**config.mk**
```make
export PLATFORM = sky130hd
export DESIGN_NAME = cpu_program_loader_flat
export DESIGN_NICKNAME = d
export VERILOG_FILES = /design/src/rtl/cpu_pkg.sv /design/src/rtl/cpu_program_loader_if.sv /design/src/rtl/prog_buffer.sv /design/src/rtl/cpu_program_loader.sv /design/src/flat_wrapper.sv
export SDC_FILE = /design/constraint.sdc
export NUM_CORES = 1
export LEC_CHECK = 0
export CORE_MARGIN = 2
export CORE_UTILIZATION = 51
export CTS_BUF_LIST = sky130_fd_sc_hd__clkbuf_8
export CTS_CLUSTER_DIAMETER = 100
export CTS_CLUSTER_SIZE = 8
export DETAILED_ROUTE_END_ITERATION = 8
export GPL_ROUTABILITY_DRIVEN = 0
export HOLD_SLACK_MARGIN = 0.05
export PLACE_DENSITY = 0.7
export SETUP_SLACK_MARGIN = 0.4
export SLEW_MARGIN = 0
export SYNTH_ARGS = -nofsm -noshare
export SYNTH_HDL_FRONTEND = slang
export SYNTH_SLANG_ARGS = --single-unit
```
**constraint.sdc**
```tcl
create_clock -name clock -period 4 [get_ports clock]
set_input_delay 0.8 -clock clock [delete_from_list [all_inputs] [get_ports clock]]
set_output_delay 0.8 -clock clock [all_outputs]
set_load 0.05 [all_outputs]
```
**src/rtl/cpu_pkg.sv**
```systemverilog
`default_nettype none
// ---------------------------------------------------------------------------
// cpu_pkg : shared constants, opcodes and loader state type for the 8-bit accumulator CPU
// Revision 1.0
// ---------------------------------------------------------------------------
package cpu_pkg;

   localparam int ADDR_W = 5;
   localparam int DATA_W = 8;
   localparam int DEPTH  = 1 << ADDR_W;
   localparam int RUN_W  = 16;

   localparam logic [2:0] OP_HLT = 3'b000;
   localparam logic [2:0] OP_SKZ = 3'b001;
   localparam logic [2:0] OP_ADD = 3'b010;
   localparam logic [2:0] OP_AND = 3'b011;
   localparam logic [2:0] OP_XOR = 3'b100;
   localparam logic [2:0] OP_LDA = 3'b101;
   localparam logic [2:0] OP_STO = 3'b110;
   localparam logic [2:0] OP_JMP = 3'b111;

   typedef enum logic [1:0] {
      ST_IDLE = 2'd0,
      ST_LOAD = 2'd1,
      ST_RUN  = 2'd2,
      ST_DONE = 2'd3
   } loader_state_t;

   function automatic logic is_hlt(input logic [2:0] opcode);
      return opcode == OP_HLT;
   endfunction

endpackage
`default_nettype wire

```
**src/rtl/cpu_program_loader_if.sv**
```systemverilog
`default_nettype none
// ---------------------------------------------------------------------------
// cpu_program_loader_if : host buffer/control bus plus CPU load and status lines
// Revision 1.0
// ---------------------------------------------------------------------------
interface cpu_program_loader_if;
   import cpu_pkg::*;

   logic              prog_we;
   logic [ADDR_W-1:0] prog_waddr;
   logic [DATA_W-1:0] prog_wdata;
   logic [ADDR_W:0]   prog_len;
   logic              start;
   logic              cpu_load;
   logic [DATA_W-1:0] cpu_data;
   logic [DATA_W-1:0] cpu_instr;
   logic [ADDR_W-1:0] cpu_pc;
   logic              busy;
   logic              done;
   logic              timed_out;
   logic              len_err;
   logic [ADDR_W-1:0] halt_pc;
   logic [RUN_W-1:0]  run_cycles;

   modport master (
      output prog_we, prog_waddr, prog_wdata, prog_len, start, cpu_instr, cpu_pc,
      input  cpu_load, cpu_data, busy, done, timed_out, len_err, halt_pc, run_cycles
   );

   modport slave (
      input  prog_we, prog_waddr, prog_wdata, prog_len, start, cpu_instr, cpu_pc,
      output cpu_load, cpu_data, busy, done, timed_out, len_err, halt_pc, run_cycles
   );

endinterface
`default_nettype wire

```
**src/rtl/prog_buffer.sv**
```systemverilog
`default_nettype none
// ---------------------------------------------------------------------------
// prog_buffer : DEPTH x DATA_W one-write one-read RAM with registered read data
// Revision 1.0
// ---------------------------------------------------------------------------
module prog_buffer
   import cpu_pkg::*;
(
   input  logic              clock,
   input  logic              we,
   input  logic [ADDR_W-1:0] waddr,
   input  logic [DATA_W-1:0] wdata,
   input  logic [ADDR_W-1:0] raddr,
   output logic [DATA_W-1:0] rdata
);

   logic [DATA_W-1:0] r_mem [DEPTH];

   always_ff @(posedge clock) begin
      if (we) begin
         r_mem[waddr] <= wdata;
      end
      rdata <= r_mem[raddr];
   end

endmodule
`default_nettype wire

```
**src/rtl/cpu_program_loader.sv**
```systemverilog
`default_nettype none
// ---------------------------------------------------------------------------
// cpu_program_loader : streams the program buffer into the CPU, then times its run to HLT
// Revision 1.0
// ---------------------------------------------------------------------------
module cpu_program_loader
   import cpu_pkg::*;
#(
   parameter int RUN_GUARD = 2,
   parameter int TIMEOUT   = 1024
)(
   input logic                 clock,
   input logic                 reset,
   cpu_program_loader_if.slave bus
);

   localparam logic [RUN_W-1:0]  C_GUARD    = RUN_W'(RUN_GUARD);
   localparam logic [RUN_W-1:0]  C_TMO_LAST = RUN_W'(TIMEOUT - 1);
   localparam logic [RUN_W-1:0]  C_RUN_ONE  = RUN_W'(1);
   localparam logic [ADDR_W:0]   C_DEPTH    = (ADDR_W+1)'(DEPTH);
   localparam logic [ADDR_W:0]   C_IDX_ONE  = (ADDR_W+1)'(1);

   loader_state_t     r_state;
   loader_state_t     w_state_nxt;
   logic [ADDR_W:0]   r_idx;
   logic [ADDR_W:0]   r_len;
   logic [ADDR_W:0]   w_idx_inc;
   logic [ADDR_W-1:0] w_raddr;
   logic [DATA_W-1:0] w_rdata;
   logic              w_busy;
   logic              w_len_ok;
   logic              w_accept;
   logic              w_reject;
   logic              w_last;
   logic              w_hlt;
   logic              w_tmo;
   logic              r_timed_out;
   logic              r_len_err;
   logic [ADDR_W-1:0] r_halt_pc;
   logic [RUN_W-1:0]  r_run_cycles;

   assign w_busy    = (r_state == ST_LOAD) || (r_state == ST_RUN);
   assign w_idx_inc = r_idx + C_IDX_ONE;
   assign w_last    = (w_idx_inc == r_len);
   assign w_len_ok  = (bus.prog_len != '0) && (bus.prog_len <= C_DEPTH);
   assign w_hlt     = is_hlt(bus.cpu_instr[DATA_W-1 -: 3]) && (r_run_cycles >= C_GUARD);
   assign w_tmo     = (r_run_cycles == C_TMO_LAST);

   // Address 0 is pre-read while idle so byte 0 is ready the cycle after start;
   // during LOAD the RAM always fetches one word ahead of the byte being driven.
   assign w_raddr = (r_state == ST_LOAD) ? w_idx_inc[ADDR_W-1:0] : '0;

   prog_buffer u_prog_buffer (
      .clock (clock),
      .we    (bus.prog_we && !w_busy),
      .waddr (bus.prog_waddr),
      .wdata (bus.prog_wdata),
      .raddr (w_raddr),
      .rdata (w_rdata)
   );

   always_ff @(posedge clock) begin
      if (reset) begin
         r_state <= ST_IDLE;
      end else begin
         r_state <= w_state_nxt;
      end
   end

   always_comb begin
      w_state_nxt  = r_state;
      w_accept     = 1'b0;
      w_reject     = 1'b0;
      bus.cpu_load = 1'b0;
      bus.cpu_data = '0;
      bus.busy     = w_busy;
      bus.done     = 1'b0;
      case (r_state)
         ST_IDLE, ST_DONE: begin
            bus.done = (r_state == ST_DONE);
            if (bus.start) begin
               if (w_len_ok) begin
                  w_accept    = 1'b1;
                  w_state_nxt = ST_LOAD;
               end else begin
                  w_reject    = 1'b1;
                  w_state_nxt = ST_DONE;
               end
            end
         end
         ST_LOAD: begin
            bus.cpu_load = 1'b1;
            bus.cpu_data = w_rdata;
            if (w_last) begin
               w_state_nxt = ST_RUN;
            end
         end
         ST_RUN: begin
            if (w_hlt || w_tmo) begin
               w_state_nxt = ST_DONE;
            end
         end
         default: w_state_nxt = ST_IDLE;
      endcase
   end

   always_ff @(posedge clock) begin
      if (reset) begin
         r_idx        <= '0;
         r_len        <= '0;
         r_timed_out  <= 1'b0;
         r_len_err    <= 1'b0;
         r_halt_pc    <= '0;
         r_run_cycles <= '0;
      end else begin
         if (w_accept) begin
            r_len        <= bus.prog_len;
            r_idx        <= '0;
            r_timed_out  <= 1'b0;
            r_len_err    <= 1'b0;
            r_run_cycles <= '0;
         end
         if (w_reject) begin
            r_len_err   <= 1'b1;
            r_timed_out <= 1'b0;
         end
         if (r_state == ST_LOAD) begin
            r_idx <= w_idx_inc;
         end
         if (r_state == ST_RUN) begin
            if (r_run_cycles != '1) begin
               r_run_cycles <= r_run_cycles + C_RUN_ONE;
            end
            // A halt on the timeout cycle takes priority over the timeout.
            if (w_hlt) begin
               r_halt_pc <= bus.cpu_pc;
            end else if (w_tmo) begin
               r_timed_out <= 1'b1;
            end
         end
      end
   end

   assign bus.timed_out  = r_timed_out;
   assign bus.len_err    = r_len_err;
   assign bus.halt_pc    = r_halt_pc;
   assign bus.run_cycles = r_run_cycles;

endmodule
`default_nettype wire

```
**src/flat_wrapper.sv**
```systemverilog
// flat-port wrapper written by rule: the top's interface ports become plain ports
module cpu_program_loader_flat import cpu_pkg::*;
#(
   parameter int RUN_GUARD = 2,
   parameter int TIMEOUT   = 1024
)
  (clock, reset, bus_prog_we, bus_prog_waddr, bus_prog_wdata, bus_prog_len, bus_start, bus_cpu_instr, bus_cpu_pc, bus_cpu_load, bus_cpu_data, bus_busy, bus_done, bus_timed_out, bus_len_err, bus_halt_pc, bus_run_cycles);
  cpu_program_loader_if bus_i ();
  input logic clock;
  input logic reset;
  input wire logic [$bits(bus_i.prog_we)-1:0] bus_prog_we;
  input wire logic [$bits(bus_i.prog_waddr)-1:0] bus_prog_waddr;
  input wire logic [$bits(bus_i.prog_wdata)-1:0] bus_prog_wdata;
  input wire logic [$bits(bus_i.prog_len)-1:0] bus_prog_len;
  input wire logic [$bits(bus_i.start)-1:0] bus_start;
  input wire logic [$bits(bus_i.cpu_instr)-1:0] bus_cpu_instr;
  input wire logic [$bits(bus_i.cpu_pc)-1:0] bus_cpu_pc;
  output wire logic [$bits(bus_i.cpu_load)-1:0] bus_cpu_load;
  output wire logic [$bits(bus_i.cpu_data)-1:0] bus_cpu_data;
  output wire logic [$bits(bus_i.busy)-1:0] bus_busy;
  output wire logic [$bits(bus_i.done)-1:0] bus_done;
  output wire logic [$bits(bus_i.timed_out)-1:0] bus_timed_out;
  output wire logic [$bits(bus_i.len_err)-1:0] bus_len_err;
  output wire logic [$bits(bus_i.halt_pc)-1:0] bus_halt_pc;
  output wire logic [$bits(bus_i.run_cycles)-1:0] bus_run_cycles;
  assign bus_i.prog_we = bus_prog_we;
  assign bus_i.prog_waddr = bus_prog_waddr;
  assign bus_i.prog_wdata = bus_prog_wdata;
  assign bus_i.prog_len = bus_prog_len;
  assign bus_i.start = bus_start;
  assign bus_i.cpu_instr = bus_cpu_instr;
  assign bus_i.cpu_pc = bus_cpu_pc;
  assign bus_cpu_load = bus_i.cpu_load;
  assign bus_cpu_data = bus_i.cpu_data;
  assign bus_busy = bus_i.busy;
  assign bus_done = bus_i.done;
  assign bus_timed_out = bus_i.timed_out;
  assign bus_len_err = bus_i.len_err;
  assign bus_halt_pc = bus_i.halt_pc;
  assign bus_run_cycles = bus_i.run_cycles;
  cpu_program_loader #(.RUN_GUARD(RUN_GUARD), .TIMEOUT(TIMEOUT)) u_core (.clock(clock), .reset(reset), .bus(bus_i));
endmodule
```
# Word level (Yosys, flattened, before mapping)
# Memory sizes are Yosys's and may differ from the RTL's. A register that Yosys moved wholly into a read port is not among the register bits.
# Cells that the tools add are included.
[word_totals] ff_bits=37 ramBits=256 in_bits=36 mem_count=1
[classes] add_sub_neg=2 order_cmp=2 n_eq_ne=9 mux=29 reduce_logical=14
[memory_table] memory="u_core.u_prog_buffer.r_mem" depth=32 word_bits=8 read_ports=1 rd_clocked_by_memory_dff=1 write_ports=1 line="prog_buffer.sv:17" source="logic [DATA_W-1:0] r_mem [DEPTH];"
[op_table] op="$mux 16" count=3
[op_table] op="$mux 1" count=17
[op_table] op="$add 16x1->16 const B" count=1
[op_table] op="$eq 16x10->1 const B" count=1
[op_table] op="$ge 16x2->1 const B" count=1
[op_table] op="$ne 16x16->1 const B" count=1
[op_table] op="$mux 6" count=2
[op_table] op="$mux 2" count=4
[op_table] op="$mux 8" count=1
[op_table] op="$add 6x1->6 const B" count=1
[op_table] op="$eq 6x6->1" count=1
[op_table] op="$le 6x6->1 const B" count=1
[op_table] op="$pmux 2 s3" count=1
[op_table] op="$reduce_bool 6->1" count=1
[op_table] op="$mux 5" count=1
[op_table] op="$eq 2x2->1 const B" count=2
[op_table] op="$ne 2x2->1 const B" count=2
[op_table] op="$reduce_bool 2->1" count=2
[op_table] op="$logic_and 1x1->1" count=3
[op_table] op="$logic_not 3->1" count=1
[op_table] op="$reduce_and 3->1" count=1
[op_table] op="$eq 2x1->1 const B" count=1
[op_table] op="$logic_not 2->1" count=1
[op_table] op="$logic_or 1x1->1" count=2
[op_table] op="4 further kinds" count=4

# Logic depth before layout (Yosys ltp)
[logic_depth] ltp_word=10 depth_mapped=12

# Cells and area by module
# A second synthesis with hierarchy kept.
[hier_totals] cells_unflattened=668 area_unflattened_um2=12071.6
[modules_own_cells] module="prog_buffer" n_inst=1 cells_per_inst=417 area_per_inst_um2=10053.4 seq_area_each_um2=7847.5
[modules_own_cells] module="cpu_program_loader" n_inst=1 cells_per_inst=251 area_per_inst_um2=2018.2 seq_area_each_um2=740.7

# Worst setup path before layout
# No wires, ideal clock.
[synth_timing] path_type="reg2out" startpoint="register u_core.r_state[0]" endpoint="output port bus_cpu_data[0]" t_arrival_ps=2011 required_time_ps=3200 setup_slack_ps=1189 path_stages_with_launch=6 path_buffers=3 path_cell_list="dfxtp_1 ha_1 buf_2 buf_2 clkbuf_1 and2_1"
[synth_between] elab_chain_len=2
[synth_rtl] item="from (decl)" line="cpu_program_loader.sv:23" source="loader_state_t r_state;"
[synth_rtl] item="from (signal assigned)" line="cpu_program_loader.sv:66" source="r_state <= w_state_nxt;"
[synth_rtl] item="$eq 2x1->1" line="cpu_program_loader.sv:78" source="case (r_state)"
[synth_rtl] item="$mux 8" line="cpu_program_loader.sv:78"
[synth_rtl] item="to (decl)" line="flat_wrapper.sv:19" source="output wire logic [$bits(bus_i.cpu_data)-1:0] bus_cpu_data;"
# Every way passes these cells.

# Final worst setup path
[layout_timing] startpoint="register u_core.r_state[0]" endpoint="output port bus_cpu_data[4]"
# Same word-level chain as after synthesis.

==> results.toml <==
[critical_path]
cp_cell_sequence = "ha_1, buf_4, and2_1, clkdlybuf4s50_1"
setup.worst_path.class = "flop to output port"
reg2reg_from = "u_core.r_idx[0]"
r2r_end = "u_core.u_prog_buffer.rdata[1]"
reg2reg_depth = 8
critPathMaxFanout = 26
path_delay_family = "buffers and inverters"
r2r_setup_slack_ns = 0.92
crit_arrival_ns = 2.61
start_kind = "flop"
max_stage_delay_ns = 0.82
crit_cells = 4
crit_buf_inv = 2
worstPathRequired_ns = 3.20
slowest_stage = "clkdlybuf4s50_1"
end_kind = "output port"

[placed_design]
dp_slack_ns = 0.6989
io_buffers = 64
hpwl_um = 17170
place_area_um2 = 13560

[floorplan]
start_util = 0.5165
dieHeight_um = 160.7
die_w_um = 160.7
core_um2 = 24250
ios = 70
die_area_um2 = 25830
rows = 57

[worst_hold_path]
hold_path_end = "u_core.bus.halt_pc[1]"
whs_path_depth = 2
holdCritStartpoint = "u_core.bus.halt_pc[1]"
hp-class = "flop to flop"

[clock_network]
clock_latency_ns = 0.56
cts_tree = "built"
htreeDepth = 2
clk_path_buf_depth = 3
root_buffer = "clkbuf_8"
cts-hold-fix-buffers = 0
cts_resized = 0
clk_pin_slew_ns = 0.06
clock-sinks = 301
numCtsBuffers = 43
post_cts_buffers = 0

[flow_run]
cap_viol_max_count = 0

[final_layout]
final_common_cell = "edfxtp_1"
final_cell_mix = "edfxtp_1 (256), nand2_1 (76), nor2_1 (72)"
fillers = 1890
antenna_cells = 0
drive_above_1_share = 0.1288
fin_area_um2 = 14280
nNetsFinal = 1003
syn2layout_area_growth_pct = 14.01

[timing]
fin_crit_sh = 0.8535
whs_ns = 0.4944
final_hold_viol_count = 0
drv_slew = 0
slew_headroom = 0.1954
fin_ws_ns = 0.5861
period_minus_slack_ns = 3.414
clock_skew_ns = 0.02421
tightest_slew_ns = 1.203
max_freq_ghz = 0.2929
setup-violations-final = 0
rsz0062_at_grt = "false"
setup-tns-final_ns = 0

[yosys]
async_flop_share = 0
synth-seq-cells = 301
synth_nets = 913
synth_edf_count = 256
synth_ff_type = "edfxtp_1"
yosys_warnings = 0
synth.avg_cell_area_um2 = 14.40
syn_inst = 870
synth.distinct_cells = 64
ys_seq_area_frac = 0.6857
synth_area_um2 = 12520

[route]
wire_per_inst_um = 20.99
num_vias = 7665
drc = 0
drt-initial-drc-count = 782
via_per_inst = 5.851
postRouteAntennaNets = 0
drt-pass1-iter-count = 5
drt_wl_total_um = 27490

[grt]
grt_pass1_vias = 7531
grt_antenna_before_repair = 0
grt_max_degree = 45
grt_pass1_wl_um = 42560
grt_usage = 0.2156
overflow = 0

[power]
p_per_area_nw_per_um2 = 528.8
p_total_mw = 7.551
ir_drop_mv = 0.4046
p_leak_nw = 4.652

[status]
outcome = "complete, no violations"
sequential cells by signal, summed over array words and instances, names as in the netlist:
name and count:
u_core.r_idx 6, u_core.u_prog_buffer.rdata 8, u_core.u_prog_buffer.r_mem 256, u_core.bus.halt_pc 5, u_core.r_len 6, u_core.bus.timed_out 1
u_core.bus.len_err 1, u_core.r_state 2, u_core.bus.run_cycles 16
cell families (layout without fill, tap and decap cells):
logic type | after synthesis | in the layout | share of synthesized area
muxes | 64 | 64 | 0.07213
xor gates and xnor gates | 17 | 17 | 0.01668
AOI/OAI and AO/OA | 165 | 165 | 0.09151
and+or+nand+nor | 258 | 258 | 0.1029
buffers and inverters | 58 | 174 | 0.02408
DFF | 301 | 301 | 0.6857
adders and majority gates | 7 | 7 | 0.006993
cell usage after synthesis, types with 3 or more instances:
cell        n  area, um2
nor3b_1     3      22.52
xor2_1      6      52.55
inv_1       7      26.28
buf_4       8      60.06
a22oi_1     8      60.06
o22a_1      3      26.28
buf_6       4      45.04
o21ai_0    11      55.05
a41oi_1     4      35.03
mux2_2     10      112.6
a311o_1     8      80.08
and3_1      6      37.54
ha_1        7      87.58
nor2b_1    22      137.6
buf_2      19      95.09
edfxtp_1  256       7687
a21oi_1    33      165.2
or3_1       4      25.02
nor2_1     72      270.3
buf_1       3      11.26
nand2_1    77      289.0
o221ai_1   18      157.7
mux2i_1    34      340.3
nand3b_1    6      45.04
xnor2_1     7      61.31
a311oi_1    7      61.31
a31oi_1    13      81.33
a211oi_1   26      195.2
dfxtp_1    45      900.9
nand3_1    24      120.1
nor3_1      6      30.03
or4_1       5      37.54
nand2b_1    4      25.02
and2_1      9      56.30
clkbuf_1   17      63.81
mux4_2     20      450.4
o21ai_1    16      80.08
o22ai_1     7      43.79
routing by layer:
layer  part of all wire  GRT usage
met5                  0          0
met4              0.024    0.06696
met3              0.063    0.03357
met2               0.48     0.3566
met1               0.43     0.2980
report_power, final:
group / total (mW) / internal (mW) / switching (mW) / leakage, nW
Clock: 2.11 / 1.00 / 1.11 / 0.452
Sequential: 3.56 / 3.51 / 0.0501 / 2.67
Combinational: 1.88 / 0.649 / 1.23 / 1.53
worst max path at each step:
stage,startpoint,endpoint,slack (ns)
after global placement,bus_prog_len[1],u_core.bus.run_cycles[1],0.72
after CTS,u_core.r_state[0],bus_cpu_data[4],0.58
after global routing,u_core.r_state[0],bus_cpu_data[4],0.50
after floorplan,u_core.r_state[0],bus_cpu_data[0],1.19
after detailed placement,bus_prog_len[1],u_core.bus.run_cycles[1],0.70
final,u_core.r_state[0],bus_cpu_data[4],0.59
final cells by class:
cell class | instances | area (um2) | area share
inverter | 7 | 26.28 | 0.001840
sequential | 301 | 8589 | 0.6016
clock inverter | 28 | 127.6 | 0.008938
tap | 324 | 405.4 | 0.02839
timing repair buffer | 96 | 893.4 | 0.06257
clock buffer | 43 | 591.8 | 0.04145
multi-input combinational | 511 | 3645 | 0.2553
through the flow:
step	utilization	cells
final	0.5889	1310
after global routing	0.5889	1310
after CTS	0.5889	1310
after detailed placement	0.5592	1239
after global placement	0.5592	1239
after floorplan	-	870
worst register-to-register path: cells and delay by family (launching register included):
kind / cells / cell delay, ns
xor gates and xnor gates: 1 / 0.58
muxes: 1 / 0.29
AOI/OAI and AO/OA: 3 / 0.57
buffers and inverters: 2 / 0.87
DFF: 1 / 0.34
and+or+nand+nor: 1 / 0.24
Power figures use the tool's default switching activity.
==> edit (same settings) <==
Encoding of `loader_state_t`: now one-hot (4 bits for 4 states).
--- a/src/rtl/cpu_pkg.sv
+++ b/src/rtl/cpu_pkg.sv
@@ -19,11 +19,11 @@
    localparam logic [2:0] OP_STO = 3'b110;
    localparam logic [2:0] OP_JMP = 3'b111;
 
-   typedef enum logic [1:0] {
-      ST_IDLE = 2'd0,
-      ST_LOAD = 2'd1,
-      ST_RUN  = 2'd2,
-      ST_DONE = 2'd3
+   typedef enum logic [3:0] {
+      ST_IDLE = 4'b0001,
+      ST_LOAD = 4'b0010,
+      ST_RUN  = 4'b0100,
+      ST_DONE = 4'b1000
    } loader_state_t;
 
    function automatic logic is_hlt(input logic [2:0] opcode);
Formal check against the unedited RTL: same outputs for any inputs over 4 cycles, from zero or initial values and one cycle with reset high; so few cycles prove little.
==> edit against the original RTL <==
Final area is 0.88% higher; synthesized area is 0.27% lower; non-clock buffer count is 4 higher; setup slack worse by 0.043 ns; wire length is 9.0% higher; clock skew hardly changed; sequential cell count is 2 higher; critical path type unchanged.
Power is not compared: it rests on default switching activity, and its combinational part moved more than twofold at a synthesized area within 25%.
==> edit: results (changes against the original RTL) <==
final_layout:
  fillers: 1865  # -1.3%
  nets: 1049  # +4.6%
  regMostFlops: "u_core.u_prog_buffer.r_mem"
  fin_cells: 1367  # +4.4%
  drive_gt1_share_pct: 12.8  # -0.13 points
logic_synthesis:
  synthTopCellsByArea: "edfxtp_1 (62%), dfxtp_1 (7.5%), nand2_1 (3.0%), nor2_1 (2.6%), mux4_2 (2.5%)"
  synth_cell_types: 71  # +11%
  ys_seq_area_share_pct: 69.1  # +0.51 points
  ys.warnings.count: 0  # unchanged
  async_flop_share_pct: 0  # unchanged
  syn-num-nets: 952  # +4.3%
  synth_edf_count: 256  # unchanged
  syn_inst: 913  # +4.9%
  synthTopCellsByCount: "edfxtp_1 (256), nand2_1 (100), nor2_1 (87)"
global_routing:
  grt_pass1_vias: 7711  # +2.4%
  grtUsageTotal_pct: 23.3  # +1.7 points
  grt_start_max_net_pins: 46  # +2.2%
  grt_pass1_wl_um: 45400  # +6.8%
  antenna_found_initial: 0  # unchanged
critical_path:
  max_stage_delay_ns: 0.80  # -0.02 ns
  cp.arrival_ns: 2.66  # +0.05 ns
  critPathSlowestCell: "or4b_1"
  crit_family: "simple AND/OR/NAND/NOR gates"
  reg2reg_slack_ns: 0.73  # -0.19 ns
  crit_path_start: "u_core.r_state[3]"
  endpoint: "bus_cpu_data[6]"
  critPathMaxFanout: 12  # -54%
  r2r_end: "u_core.u_prog_buffer.rdata[1]"
clock_network:
  clkTransAtPathRegs_ns: 0.06  # about the same
  cts_resized: 1  # +1
  cts-root-buf: "clkbuf_8"
  cts_buffer_depth: 3  # unchanged
routing:
  vias_per_cell: 6.00  # +2.5%
  drt_iter0_drc: 1036  # +32%
  drt_wl_total_um: 30000  # +9.0%
pwr:
  p_sw_w: 0.00146
sta:
  holdWs_ns: 0.445  # -0.0493 ns
  relSlewSlack_pct: 19.2  # -0.30 points
  skew_ns: 0.0240  # -0.000203 ns
min_path:
  min_from: "u_core.bus.len_err"
  worstHoldEndpoint: "u_core.bus.len_err"
outcome:
  status: "complete, no violations"
placed_design:
  dp_hpwl_um: 19100  # +11%
  dp.cells: 1289  # +4.0%
  port_buffers: 64  # unchanged
  placed_area_mm2: 0.0137  # +0.73%
-- edit: cell count changes in the layout (fill, tap and decap cells not counted), sizes merged, moves of 9 or more --
cell	change
nor3	+10
a211oi	-18
a21oi	+26
o211ai	+12
nor2b	-18
nand2	+23
a221oi	+11
nor2	+15
clkdlybuf4s50	-9
buf	+13
inv	+9
-- edit: metal layers --
layer	part of all wire, %	routed length (µm)	track usage (%)
met5	0	0	0
met4	2.8	830	8.35
met3	9.7	2920	4.88
met2	45	13400	35.1
met1	43	12800	33.7
-- edit: logic make-up after synthesis --
logic type / Yosys count / share of synthesized area (%)
compound gates: 186 / 10.1
xor+xnor: 17 / 1.31
fa+ha+maj: 3 / 0.301
buf+inv: 57 / 2.28
flops: 303 / 69.1
mux: 59 / 6.28
simple gates: 288 / 10.7
-- edit: power groups by stage --
stage          logic, W  clock network, W  registers, W
6_report       0.000460           0.00215       0.00350
5_1_grt        0.000497           0.00230       0.00350
4_1_cts        0.000458           0.00217       0.00350
3_5_place_dp   0.000456                 0       0.00357
3_3_place_gp   0.000448                 0       0.00356
2_1_floorplan  0.000253                 0       0.00357
-- edit: layout make-up --
class	instances	area, µm²	area share [%]
Sequential cell	303	8630	59.9
Clock buffer	44	606	4.20
Timing Repair Buffer	100	1000	6.95
Tap cell	324	405	2.81
Inverter	9	37.5	0.261
Clock inverter	34	136	0.947
Multi-Input combinational cell	553	3590	24.9
-- edit: metrics by stage --
step | power (W) | worst slack [ns]
2_1_floorplan | 0.00382 | 0.675
3_3_place_gp | 0.00401 | 0.776
3_5_place_dp | 0.00402 | 0.788
4_1_cts | 0.00613 | 0.515
5_1_grt | 0.00631 | 0.436
6_report | 0.00611 | 0.543
